$ cat src/rtl/lsu_pkg.sv
// Shared width codes, FSM state encodings and the byte-mask helper for the load/store stage.
// No logic of its own; imported by lsu_align and lsu_pipe.
package lsu_pkg;

  localparam logic [1:0] W_BYTE  = 2'b00;
  localparam logic [1:0] W_HALF  = 2'b01;
  localparam logic [1:0] W_WORD  = 2'b10;
  localparam logic [1:0] W_DWORD = 2'b11;

  localparam logic [2:0] ST_IDLE  = 3'd0;
  localparam logic [2:0] ST_REQ   = 3'd1;
  localparam logic [2:0] ST_WAIT  = 3'd2;
  localparam logic [2:0] ST_DRAIN = 3'd3;
  localparam logic [2:0] ST_RESP  = 3'd4;

  localparam int ALE_BIT_DEF = 6;

  function automatic logic [7:0] byte_mask(input logic [1:0] width);
    case (width)
      W_BYTE:  byte_mask = 8'h01;
      W_HALF:  byte_mask = 8'h03;
      W_WORD:  byte_mask = 8'h0F;
      default: byte_mask = 8'hFF;
    endcase
  endfunction

endpackage

$ cat src/rtl/lsu_align.sv
// Lane alignment for the load/store stage: strobes, store shift, load shift/extend, misalignment check.
// Purely combinational (zero latency); no handshake, so no backpressure of its own.
module lsu_align
  import lsu_pkg::*;
#(
  parameter int DATA_W = 32
) (
  input  logic [2:0]          addr_lo_i,
  input  logic [1:0]          width_i,
  input  logic                signed_i,
  input  logic [DATA_W-1:0]   wdata_i,
  input  logic [DATA_W-1:0]   rdata_i,
  output logic [DATA_W/8-1:0] wstrb_o,
  output logic [DATA_W-1:0]   wdata_o,
  output logic [DATA_W-1:0]   ldata_o,
  output logic                misalign_o,
  output logic                illegal_o
);

  localparam int NB    = DATA_W / 8;
  localparam int OFF_W = $clog2(NB);

  logic [OFF_W-1:0]  off;
  logic [DATA_W-1:0] rsh;
  logic [DATA_W-1:0] lmask;
  logic              sbit;

  assign off     = addr_lo_i[OFF_W-1:0];
  assign wstrb_o = NB'(byte_mask(width_i)) << off;
  assign wdata_o = wdata_i << {off, 3'b000};
  assign rsh     = rdata_i >> {off, 3'b000};

  // Extension by masking: the low access bits pass through, the rest take the fill bit.
  always_comb begin
    lmask = '1;
    sbit  = rsh[DATA_W-1];
    case (width_i)
      W_BYTE: begin lmask = DATA_W'(8'hFF);         sbit = rsh[7];  end
      W_HALF: begin lmask = DATA_W'(16'hFFFF);      sbit = rsh[15]; end
      W_WORD: begin lmask = DATA_W'(32'hFFFF_FFFF); sbit = rsh[31]; end
      default: ;
    endcase
  end

  assign ldata_o = (rsh & lmask) | ((signed_i && sbit) ? ~lmask : '0);

  always_comb begin
    misalign_o = 1'b0;
    case (width_i)
      W_HALF:  misalign_o = addr_lo_i[0];
      W_WORD:  misalign_o = |addr_lo_i[1:0];
      W_DWORD: misalign_o = |addr_lo_i[2:0];
      default: ;
    endcase
  end

  assign illegal_o = (width_i == W_DWORD) && (NB < 8);

endmodule

$ cat src/rtl/lsu_pipe.sv
// Registered load/store access unit: one op at a time; accept->wb 2 cycles min, exception bypass 1 cycle.
// req_ready only in IDLE; cache request held until dc_addr_ready; stall_because_cache while the cache owns the op.
module lsu_pipe
  import lsu_pkg::*;
#(
  parameter int DATA_W  = 32,
  parameter int ADDR_W  = 32,
  parameter int RD_W    = 5,
  parameter int EXP_W   = 7,
  parameter int ALE_BIT = ALE_BIT_DEF
) (
  input  logic                clk,
  input  logic                rstn,
  input  logic                flush,
  input  logic                req_valid,
  output logic                req_ready,
  input  logic                req_write,
  input  logic [1:0]          req_width,
  input  logic                req_signed,
  input  logic [ADDR_W-1:0]   req_base,
  input  logic [ADDR_W-1:0]   req_imm,
  input  logic [DATA_W-1:0]   req_wdata,
  input  logic [RD_W-1:0]     req_rd,
  input  logic [EXP_W-1:0]    req_exp,
  output logic                dc_valid,
  output logic                dc_op,
  output logic [ADDR_W-1:0]   dc_addr,
  output logic [DATA_W/8-1:0] dc_wstrb,
  output logic [DATA_W-1:0]   dc_wdata,
  input  logic                dc_addr_ready,
  input  logic                dc_data_valid,
  input  logic [DATA_W-1:0]   dc_rdata,
  input  logic [EXP_W-1:0]    dc_exp,
  input  logic [ADDR_W-1:0]   dc_badv,
  output logic                wb_valid,
  output logic [RD_W-1:0]     wb_rd,
  output logic [DATA_W-1:0]   wb_data,
  output logic [EXP_W-1:0]    wb_exp,
  output logic [ADDR_W-1:0]   wb_badv,
  output logic                stall_because_cache
);

  localparam logic [EXP_W-1:0] ALE_VEC = EXP_W'(1) << ALE_BIT;

  logic [2:0]          state_q, state_d;
  logic                write_q, signed_q;
  logic [1:0]          width_q;
  logic [ADDR_W-1:0]   addr_q;
  logic [RD_W-1:0]     rd_q;
  logic [DATA_W/8-1:0] wstrb_q;
  logic [DATA_W-1:0]   wdata_q;
  logic [RD_W-1:0]     wb_rd_q;
  logic [DATA_W-1:0]   wb_data_q;
  logic [EXP_W-1:0]    wb_exp_q;
  logic [ADDR_W-1:0]   wb_badv_q;

  logic [ADDR_W-1:0]   eff_addr;
  logic                idle, accept, ale, bypass, capture;
  logic [DATA_W/8-1:0] a_wstrb;
  logic [DATA_W-1:0]   a_wdata, a_ldata;
  logic                a_misalign, a_illegal;

  assign idle     = (state_q == ST_IDLE);
  assign eff_addr = req_base + req_imm;
  assign accept   = idle && req_valid && !flush;
  assign ale      = a_misalign || a_illegal;
  assign bypass   = (req_exp != '0) || ale;

  // In IDLE the aligner looks at the incoming op; afterwards at the latched one for load extension.
  lsu_align #(.DATA_W(DATA_W)) u_align (
    .addr_lo_i  (idle ? eff_addr[2:0] : addr_q[2:0]),
    .width_i    (idle ? req_width : width_q),
    .signed_i   (signed_q),
    .wdata_i    (req_wdata),
    .rdata_i    (dc_rdata),
    .wstrb_o    (a_wstrb),
    .wdata_o    (a_wdata),
    .ldata_o    (a_ldata),
    .misalign_o (a_misalign),
    .illegal_o  (a_illegal)
  );

  assign capture = !flush && dc_data_valid &&
                   (((state_q == ST_REQ) && dc_addr_ready) || (state_q == ST_WAIT));

  // A flush that coincides with the response needs no DRAIN: the data is already consumed.
  always_comb begin
    state_d = state_q;
    case (state_q)
      ST_IDLE:  if (accept) state_d = bypass ? ST_RESP : ST_REQ;
      ST_REQ: begin
        if (flush)              state_d = (dc_addr_ready && !dc_data_valid) ? ST_DRAIN : ST_IDLE;
        else if (dc_addr_ready) state_d = dc_data_valid ? ST_RESP : ST_WAIT;
      end
      ST_WAIT: begin
        if (dc_data_valid) state_d = flush ? ST_IDLE : ST_RESP;
        else if (flush)    state_d = ST_DRAIN;
      end
      ST_DRAIN: if (dc_data_valid) state_d = ST_IDLE;
      default:  state_d = ST_IDLE;
    endcase
  end

  // Ops reaching the cache always carry req_exp == 0, so only dc_exp merges in on capture.
  always_ff @(posedge clk or negedge rstn) begin
    if (!rstn) begin
      state_q   <= ST_IDLE;
      write_q   <= 1'b0;
      signed_q  <= 1'b0;
      width_q   <= W_BYTE;
      addr_q    <= '0;
      rd_q      <= '0;
      wstrb_q   <= '0;
      wdata_q   <= '0;
      wb_rd_q   <= '0;
      wb_data_q <= '0;
      wb_exp_q  <= '0;
      wb_badv_q <= '0;
    end else begin
      state_q <= state_d;
      if (accept) begin
        write_q   <= req_write;
        signed_q  <= req_signed;
        width_q   <= req_width;
        addr_q    <= eff_addr;
        rd_q      <= req_rd;
        wstrb_q   <= a_wstrb;
        wdata_q   <= a_wdata;
        wb_rd_q   <= '0;
        wb_data_q <= '0;
        wb_exp_q  <= req_exp | (ale ? ALE_VEC : '0);
        wb_badv_q <= ale ? eff_addr : '0;
      end
      if (capture) begin
        wb_exp_q  <= dc_exp;
        wb_badv_q <= (dc_exp != '0) ? dc_badv : '0;
        wb_rd_q   <= (write_q || dc_exp != '0) ? '0 : rd_q;
        wb_data_q <= (write_q || dc_exp != '0) ? '0 : a_ldata;
      end
    end
  end

  assign req_ready           = idle;
  assign dc_valid            = (state_q == ST_REQ);
  assign dc_op               = write_q;
  assign dc_addr             = addr_q;
  assign dc_wstrb            = wstrb_q;
  assign dc_wdata            = wdata_q;
  assign wb_valid            = (state_q == ST_RESP) && !flush;
  assign wb_rd               = wb_rd_q;
  assign wb_data             = wb_data_q;
  assign wb_exp              = wb_exp_q;
  assign wb_badv             = wb_badv_q;
  assign stall_because_cache = (state_q == ST_REQ) || (state_q == ST_WAIT) || (state_q == ST_DRAIN);

endmodule
$ cat config.mk
export PLATFORM = sky130hd
export DESIGN_NAME = lsu_pipe
export DESIGN_NICKNAME = d
export VERILOG_FILES = /design/src/rtl/lsu_pkg.sv /design/src/rtl/lsu_align.sv /design/src/rtl/lsu_pipe.sv
export SDC_FILE = /design/constraint.sdc
export NUM_CORES = 1
export LEC_CHECK = 0
export ABC_CLOCK_PERIOD_IN_PS = 2500
export BUFFER_PORTS_ARGS = -buffer_cell sky130_fd_sc_hd__buf_2
export CORE_MARGIN = 2
export CORE_UTILIZATION = 45
export CTS_CLUSTER_SIZE = 30
export DETAILED_ROUTE_END_ITERATION = 10
export GPL_TIMING_DRIVEN = 0
export PLACE_DENSITY = 0.77
export RECOVER_POWER = 50
export SETUP_SLACK_MARGIN = 0.02
export SLEW_MARGIN = 20
export SYNTH_ARGS = -nofsm -noshare
export SYNTH_HDL_FRONTEND = slang
export SYNTH_SLANG_ARGS = --single-unit
$ cat constraint.sdc
create_clock -name clk -period 2.5 [get_ports clk]
set_clock_uncertainty 0.1 [all_clocks]
set_input_delay 0.5 -clock clk [delete_from_list [all_inputs] [get_ports clk]]
set_output_delay 0.5 -clock clk [all_outputs]
set_load 0.01 [all_outputs]
==> reports/summary.log, run 1 <==
qor: synthesis.synthCells 1049
qor: power_and_ir_drop.leakage 0.006409 uW
qor: sta.worst_pin_slew 2.285 ns
qor: final_layout.final_layout_net_count 1669
qor: floorplanning.fp-row-count 51
qor: route.wl_per_cell 19.98 um
qor: clocking.ctsLongestPathBuffers 2
qor: worst_setup_path.worst_path_max_delay_cell or3_4
qor: synthesis.library_cells_used_by_synthesis 66
qor: status.failed_checks max-capacitance violations, max-slew violations, negative setup slack
qor: route.totalWireLength 34.59 mm
qor: synthesis.postSynth.asyncResetShare 100.0%
qor: synthesis.ys_warn_count 0
qor: synthesis.synth_enable_flop_cells 0
qor: synthesis.synth_flop_type dfrtp_1
qor: route.route.detailed.drc 0
qor: floorplanning.die_h 144.7 um
qor: power_and_ir_drop.ir_drop 0.4738 mV
qor: sta.final-hold-violation-count 0
qor: floorplanning.die_area 0.02093 mm^2
qor: status.outcome complete, but fails checks
qor: final_layout.multiInputGateArea 0.005343 mm^2
qor: grt.antenna_found_initial 5
qor: sta.fmaxAchievable 379.3 MHz
qor: final_layout.layout.cells.most_common_list buf_2, nand2_1, dfrtp_1
qor: grt.global_route.usage.total 31.37%
qor: worst_setup_path.max_stage_delay 0.41 ns
qor: worst_setup_path.startpoint_type flip-flop
qor: final_layout.final_common_cell buf_2
qor: synthesis.synth_area 0.008906 mm^2
qor: worst_setup_path.timing.critical_path.cells buf_6 -> or3_4 -> buf_12 -> mux2i_4 -> mux2i_2 -> mux2i_2 -> mux2_4 -> nand4_4 -> buf_6 -> o211ai_4
qor: clocking.ctsHtreeMaxLevel 4
qor: clocking.cts_buffers 17
qor: sta.grt_setup_unrepaired true
qor: placed_design.gpl.final_weighted_congestion 0.9115
qor: worst_setup_path.cpLargestDelayFamily multiplexers
qor: sta.timing.final.setup_violations 50
qor: grt.global_route.overflow_total 0
qor: floorplanning.die_x 144.7 um
qor: final_layout.area_delta_synth_final 43.16%
qor: grt.grt_first_pass_wirelength 49.94 mm
qor: floorplanning.io_pins 338
qor: clocking.cts-hold-fix-buffers 0
qor: clocking.clk_transition_reported_paths 0.06 ns
qor: placed_design.detailed_place_hpwl 24.85 mm
qor: grt.grt_pass1_vias 9193
qor: worst_setup_path.worst-endpoint-required 2.70 ns
qor: sta.timing.max_slew.rel_slack -52.34%
qor: placed_design.post-place-cells 1652
qor: sta.finalMaxSlewViolations 87
qor: final_layout.final_cell_count_no_fill 1731
qor: final_layout.drive_above_1_share 37.51%
qor: floorplanning.fp.coreArea 0.01946 mm^2
qor: route.antenna_violating_nets_post_route 0
qor: sta.finalSetupTns -2.271 ns
qor: flow_run.maxCapViolations 1
qor: final_layout.seqCellArea 0.003905 mm^2
qor: sta.worst_slack -0.1362 ns
qor: worst_setup_path.cp_data_arrival_time 2.84 ns
qor: worst_setup_path.timing_worst_setup_path_type flip-flop to flip-flop
qor: grt.grt_max_degree 88
qor: synthesis.ys_seq_elements 156
qor: final_layout.filler_cell_count 1594
qor: power_and_ir_drop.total_power 8867 uW
qor: clocking.clock-sinks 156
qor: synthesis.synth_nets 1270
qor: clocking.tritoncts done
qor: synthesis.seq_area_frac_synth 43.83%
qor: sta.min_period_over_period 105.4%
qor: route.detailroute.via_count 9981
qor: placed_design.buffer_ports.inserted 337
qor: sta.fin_crit 2.636 ns
qor: clocking.clock_latency_of_the_later_clocked_register_in_the_worst_skew_pair 0.43 ns
qor: worst_setup_path.setup.worst_path.end_class flip-flop
qor: power_and_ir_drop.power-per-cell-area 695.5 mW/mm^2
qor: min_path.worst_hold_path_type input pin to flip-flop
qor: route.viasPerCell 5.766
qor: worst_setup_path.worst-path-max-fanout 8
qor: final_layout.post-route-util 65.51%
qor: floorplanning.start_util 45.76%
qor: route.drt_iter0_drc 769
qor: worst_setup_path.critical_path_buf_inv_count 3
qor: clocking.root_buffer clkbuf_16
qor: synthesis.syn-mean-instance-area 8.490 um^2
qor: placed_design.placement.setup.worst_slack -0.8420 ns
qor: route.drt_first_pass_iters 6
[state kept, by name, summed over array words and instances, names as in the netlist]
register and flops:
dc_addr 32, dc_op 1, dc_wdata 32, dc_wstrb 4, rd_q 5, signed_q 1, state_q 3, wb_badv 32
wb_data 32, wb_exp 7, wb_rd 5, width_q 2
[metrics by stage]
| step | instance area, um^2 | hold WS, ns |
|---|---|---|
| after CTS | 12290 | 0.008956 |
| after global placement | 11180 | 0.3449 |
| after floorplan | 9165 | 0.1044 |
| after detailed placement | 11220 | 0.3507 |
| final | 12750 | 0.1724 |
| after global routing | 12750 | 0.1757 |
[synthesized netlist by cell type, types with 2 or more instances]
master / count / area share, %
clkbuf_1: 49 / 2.1
inv_1: 8 / 0.34
o22ai_1: 2 / 0.14
dfrtp_1: 156 / 44
a21oi_1: 71 / 4.0
o21ai_1: 3 / 0.17
o211ai_2: 2 / 0.28
nand4_1: 5 / 0.35
nand3_1: 30 / 1.7
a22o_1: 22 / 2.2
o21bai_1: 2 / 0.17
nand2b_1: 9 / 0.63
mux2_2: 3 / 0.38
o31ai_1: 3 / 0.25
nor4_1: 3 / 0.21
a31oi_1: 6 / 0.42
a211oi_1: 12 / 1.0
buf_1: 4 / 0.17
ha_1: 31 / 4.4
and3_1: 9 / 0.63
or3_1: 4 / 0.28
o21a_1: 3 / 0.25
o211ai_1: 9 / 0.76
a221o_1: 3 / 0.34
xor2_1: 15 / 1.5
a221oi_1: 21 / 2.1
o21ai_0: 74 / 4.2
nor2_1: 74 / 3.1
a31o_2: 2 / 0.20
and2_1: 4 / 0.28
xnor2_1: 13 / 1.3
a22oi_1: 22 / 1.9
buf_6: 5 / 0.63
mux2i_1: 14 / 1.6
nor3_1: 14 / 0.79
a311oi_1: 2 / 0.20
or2_2: 2 / 0.14
nor2b_1: 5 / 0.35
mux2i_2: 2 / 0.31
nand2_1: 281 / 12
a21o_1: 16 / 1.3
buf_2: 10 / 0.56
[path summary, 6_finish.rpt]
path                        startpoint     endpoint  slack (ns)  cells after the start
setup / recovery            state_q[1]  wb_data[21]       -0.14                     10
hold / removal               req_write        dc_op        0.17                      3
setup reg to reg            state_q[1]  wb_data[21]       -0.14                     10
hold reg to reg            dc_addr[19]  dc_addr[19]        0.37                      2
max in group asynchronous         rstn  dc_addr[27]        0.31                      1
min in group asynchronous         rstn   dc_addr[4]        0.66                      1
[cells by family (layout without fill, tap and decap cells)]
kind of cell	Yosys count	count (layout)	synth area share (%)
DFF	156	156	43.83
and+or+nand+nor	448	448	21.28
AOI/OAI and AO/OA	286	286	20.95
muxes	21	21	2.683
buffers and inverters	78	490	3.920
other	0	5	0
xor gates and xnor gates	28	28	2.754
adders and majority gates	32	32	4.580
[worst min-delay path: cells and delay by family]
family,cells,cell delay (ns)
simple gates,2,0.09
buf+inv,1,0.08
[per-layer routing]
layer / track usage [%] / vias to the layer above / routed length [um] / part of all wire, %
li1: - / 4503 / - / -
met1: 40.60 / 4742 / 13610 / 39
met2: 50.79 / 622 / 16380 / 47
met3: 5.397 / 114 / 2858 / 8.3
met4: 15.99 / 0 / 1742 / 5.0
met5: 0 / - / 0 / 0
[cell type report]
type | count | share of cell area [%]
antenna | 5 | 0.09814
clock buffer | 20 | 3.582
clock inverter | 12 | 1.089
sequential | 156 | 30.63
buffer | 64 | 3.513
inverter | 9 | 0.3631
tap | 265 | 2.601
timing repair buffer | 385 | 16.22
multi-input combinational | 815 | 41.90
[report_power, final]
part | total [uW] | leakage [uW] | internal (uW) | switching [uW]
clock | 2670 | 0.000279 | 1530 | 1130
combinational | 3000 | 0.00413 | 1210 | 1790
sequential | 3210 | 0.00200 | 2950 | 258
total | 8870 | 0.00641 | 5680 | 3180
[repair_timing]
item	4_1_cts	5_1_grt
endpoints found under the setup margin	112	123
hold endpoints to repair	0	0
buffers inserted	26	22
pin swaps	15	32
gates cloned	3	1
gates resized for setup	72	139
(Power assumes the default switching activity.)
==> inputs of run 2 (changes only) <==
CELL_PAD_IN_SITES_DETAIL_PLACEMENT = 1   (was unset)
CELL_PAD_IN_SITES_GLOBAL_PLACEMENT = 2   (was unset)
CORE_UTILIZATION = 25   (was 45)
PLACE_DENSITY = unset   (was 0.77)
PLACE_DENSITY_LB_ADDON = 0.1   (was unset)
==> reports/summary.log, run 2 (same netlist as run 1, synthesis figures left out) <==
qor: status.outcome complete, but fails checks
qor: status.failed_checks negative setup slack
qor: grt.global_route.overflow_total 0 [unchanged]
qor: final_layout.final_cell_count_no_fill 1937 [+12%]
qor: worst_setup_path.critPathLaunch state_q[1]
qor: sta.final-hold-violation-count 0 [unchanged]
qor: worst_setup_path.start_of_the_worst_register_to_register_path state_q[1]
qor: floorplanning.die_h 192.7 um [+33%]
qor: placed_design.detailed_place_hpwl 31.58 mm [+27%]
qor: power_and_ir_drop.power-per-cell-area 670.8 mW/mm^2 [-3.5%]
qor: floorplanning.start_util 25.22% [-21 points]
qor: grt.grt_first_pass_wirelength 60.12 mm [+20%]
qor: power_and_ir_drop.sw_frac_of_total 37.38% [+1.5 points]
qor: grt.grt_max_degree 87 [-1.1%]
qor: final_layout.final_layout_net_count 1683 [+0.84%]
qor: floorplanning.fp-row-count 69 [+35%]
qor: route.route.detailed.drc 0 [unchanged]
qor: power_and_ir_drop.internal_power 5554 uW [-2.3%]
qor: floorplanning.die_x 192.7 um [+33%]
qor: final_layout.final_common_cell nand2_1
qor: power_and_ir_drop.leakage 0.006187 uW [-3.5%]
qor: placed_design.buffer_ports.inserted 337 [unchanged]
qor: route.wl_per_cell 21.17 um [+5.9%]
qor: sta.min_period_over_period 103.5% [-1.9 points]
qor: worst_setup_path.timing_worst_setup_path_type flip-flop to flip-flop
qor: sta.worst_slack -0.08785 ns [+0.04832 ns]
qor: worst_setup_path.setup.worst_path.end_class flip-flop
qor: power_and_ir_drop.pwr-share-comb 35.2% [+1.4 points]
qor: clocking.clock-sinks 156 [unchanged]
qor: power_and_ir_drop.seqPwrFrac 35.9% [-0.2 points]
qor: floorplanning.io_pins 338 [unchanged]
qor: floorplanning.fp.coreArea 0.03531 mm^2 [+81%]
qor: clocking.cts_buffers 17 [unchanged]
qor: worst_setup_path.worst-endpoint-required 2.71 ns [about the same]
qor: min_path.worst_hold_path_type input pin to flip-flop
qor: sta.timing.max_slew.rel_slack 25.32% [+78 points]
qor: clocking.ctsHtreeMaxLevel 4 [unchanged]
qor: route.drt_first_pass_iters 4 [-2]
qor: clocking.tritoncts done
qor: power_and_ir_drop.total_switching_power 3316 uW [+4.2%]
qor: final_layout.filler_cell_count 4197 [+160%]
qor: clocking.ctsLongestPathBuffers 2 [unchanged]
qor: sta.finalMaxSlewViolations 0 [-100%]
qor: sta.grt_setup_unrepaired true
qor: grt.antenna_found_initial 4 [-1]
qor: route.drt_iter0_drc 333 [-57%]
qor: power_and_ir_drop.ir_drop 0.4897 mV [+3.4%]
qor: route.detailroute.via_count 9375 [-6.1%]
qor: clocking.clock_latency_of_the_later_clocked_register_in_the_worst_skew_pair 0.45 ns [+0.02 ns]
qor: clocking.clk_transition_reported_paths 0.07 ns [about the same]
qor: flow_run.maxCapViolations 0 [-1]
qor: worst_setup_path.cp_data_arrival_time 2.80 ns [-0.04 ns]
qor: final_layout.layout.cells.most_common_list nand2_1, buf_2, dfrtp_1
qor: floorplanning.die_area 0.03715 mm^2 [+77%]
qor: placed_design.post-place-cells 1848 [+12%]
qor: grt.grt_pass1_vias 9910 [+7.8%]
qor: sta.worst_pin_slew 1.120 ns [-1.165 ns]
qor: final_layout.seqCellArea 0.003905 mm^2 [unchanged]
qor: sta.timing.final.setup_violations 29 [-42%]
qor: sta.fin_crit 2.588 ns [-0.04832 ns]
qor: worst_setup_path.worst-path-max-fanout 8 [unchanged]
qor: final_layout.post-route-util 37.45% [-28 points]
qor: grt.global_route.usage.total 21.98% [-9.4 points]
qor: final_layout.multiInputGateArea 0.005572 mm^2 [+4.3%]
qor: placed_design.gpl.final_weighted_congestion 0.8058 [-12%]
qor: final_layout.area_delta_synth_final 48.47%
qor: clocking.root_buffer clkbuf_16
qor: min_path.timing.hold.worst.start req_rd[3]
qor: final_layout.drive_above_1_share 33.42% [-4.1 points]
qor: sta.fmaxAchievable 386.4 MHz [+1.9%]
qor: worst_setup_path.startpoint_type flip-flop
qor: route.antenna_violating_nets_post_route 0 [unchanged]
qor: route.totalWireLength 41.01 mm [+19%]
qor: route.viasPerCell 4.840 [-16%]
qor: worst_setup_path.timing.reg2reg.setup_slack -0.09 ns [+0.05 ns]
qor: power_and_ir_drop.power_frac_clock 28.9% [-1.2 points]
run 2: cell count changes in the layout (fill, tap and decap cells not counted), moves of 4 or more:
| cell | delta |
|---|---|
| nor2_4 | +4 |
| nor3_1 | -4 |
| buf_4 | +17 |
| nor2_1 | -4 |
| diode_2 | -4 |
| buf_2 | -89 |
| clkbuf_1 | +91 |
| clkbuf_2 | -4 |
| a21oi_1 | -7 |
| clkbuf_8 | -4 |
| o21ai_1 | +5 |
| clkbuf_4 | -4 |
| a21oi_4 | +4 |
run 2: layout make-up:
type / instances / share of cell area [%]
timing repair buffer: 402 / 16.27
inverter: 9 / 0.3501
buffer: 60 / 3.151
clock buffer: 20 / 3.302
tap: 461 / 4.362
sequential: 156 / 29.53
clock inverter: 12 / 0.8800
antenna: 1 / 0.01893
multi-input combinational: 816 / 42.14
run 2: per-layer routing:
layer,global-route usage [%],share of wire [%],vias up,routed length [um]
met4,5.050,1.2,4,495
li1,-,-,4520,-
met5,0,0.066,-,27
met3,4.837,5.5,28,2247
met1,27.77,44,4598,17900
met2,38.09,50,225,20340
run 2: final timing paths:
kind / to / cells past startpoint
hold / removal: rd_q[3] / 3
max in group asynchronous: wb_badv[30] / 3
min in group asynchronous: state_q[1] / 2
setup reg to reg: wb_data[16] / 10
setup / recovery: wb_data[16] / 10
hold reg to reg: dc_wdata[8] / 2
run 2: critical path, cell delays in order (launching register included):
cell	delay, ns
dfrtp_1	0.39
buf_6	0.13
or3_4	0.34
buf_12	0.16
mux2i_4	0.24
mux2i_2	0.33
mux2i_4	0.12
mux2_4	0.28
nand4_4	0.14
buf_6	0.15
o211ai_1	0.08
run 2: what timing repair did:
action                     in CTS  in global routing
setup buffers                  33                 28
setup endpoints to repair     153                128
hold buffers                    1                  0
pin swaps                      24                 53
cloned                          4                  2
gates resized for setup       121                142
hold endpoints to repair       70                  0
run 2: metrics by stage:
stage               setup TNS [ns]  hold slack, ns  instance area [um^2]  total power [uW]  setup WS, ns
floorplan                  -0.5740          0.1044                  9165              4708       -0.1787
global placement           -390.40          0.3476                 11430              5974        -1.965
detailed placement          -92.00          0.3541                 11470              6006        -1.076
CTS                         -2.781          0.1268                 12780              8896       -0.1162
global route                -4.670          0.1500                 13220              9422       -0.1556
finish                      -1.731          0.1480                 13220              8870      -0.08785
run 2: power groups by stage:
stage	clock network, uW	logic, uW	registers (uW)
after CTS	2650	3060	3180
after global placement	0	2760	3210
final	2560	3120	3190
after floorplan	0	1300	3410
after detailed placement	0	2780	3220
after global routing	2740	3440	3250
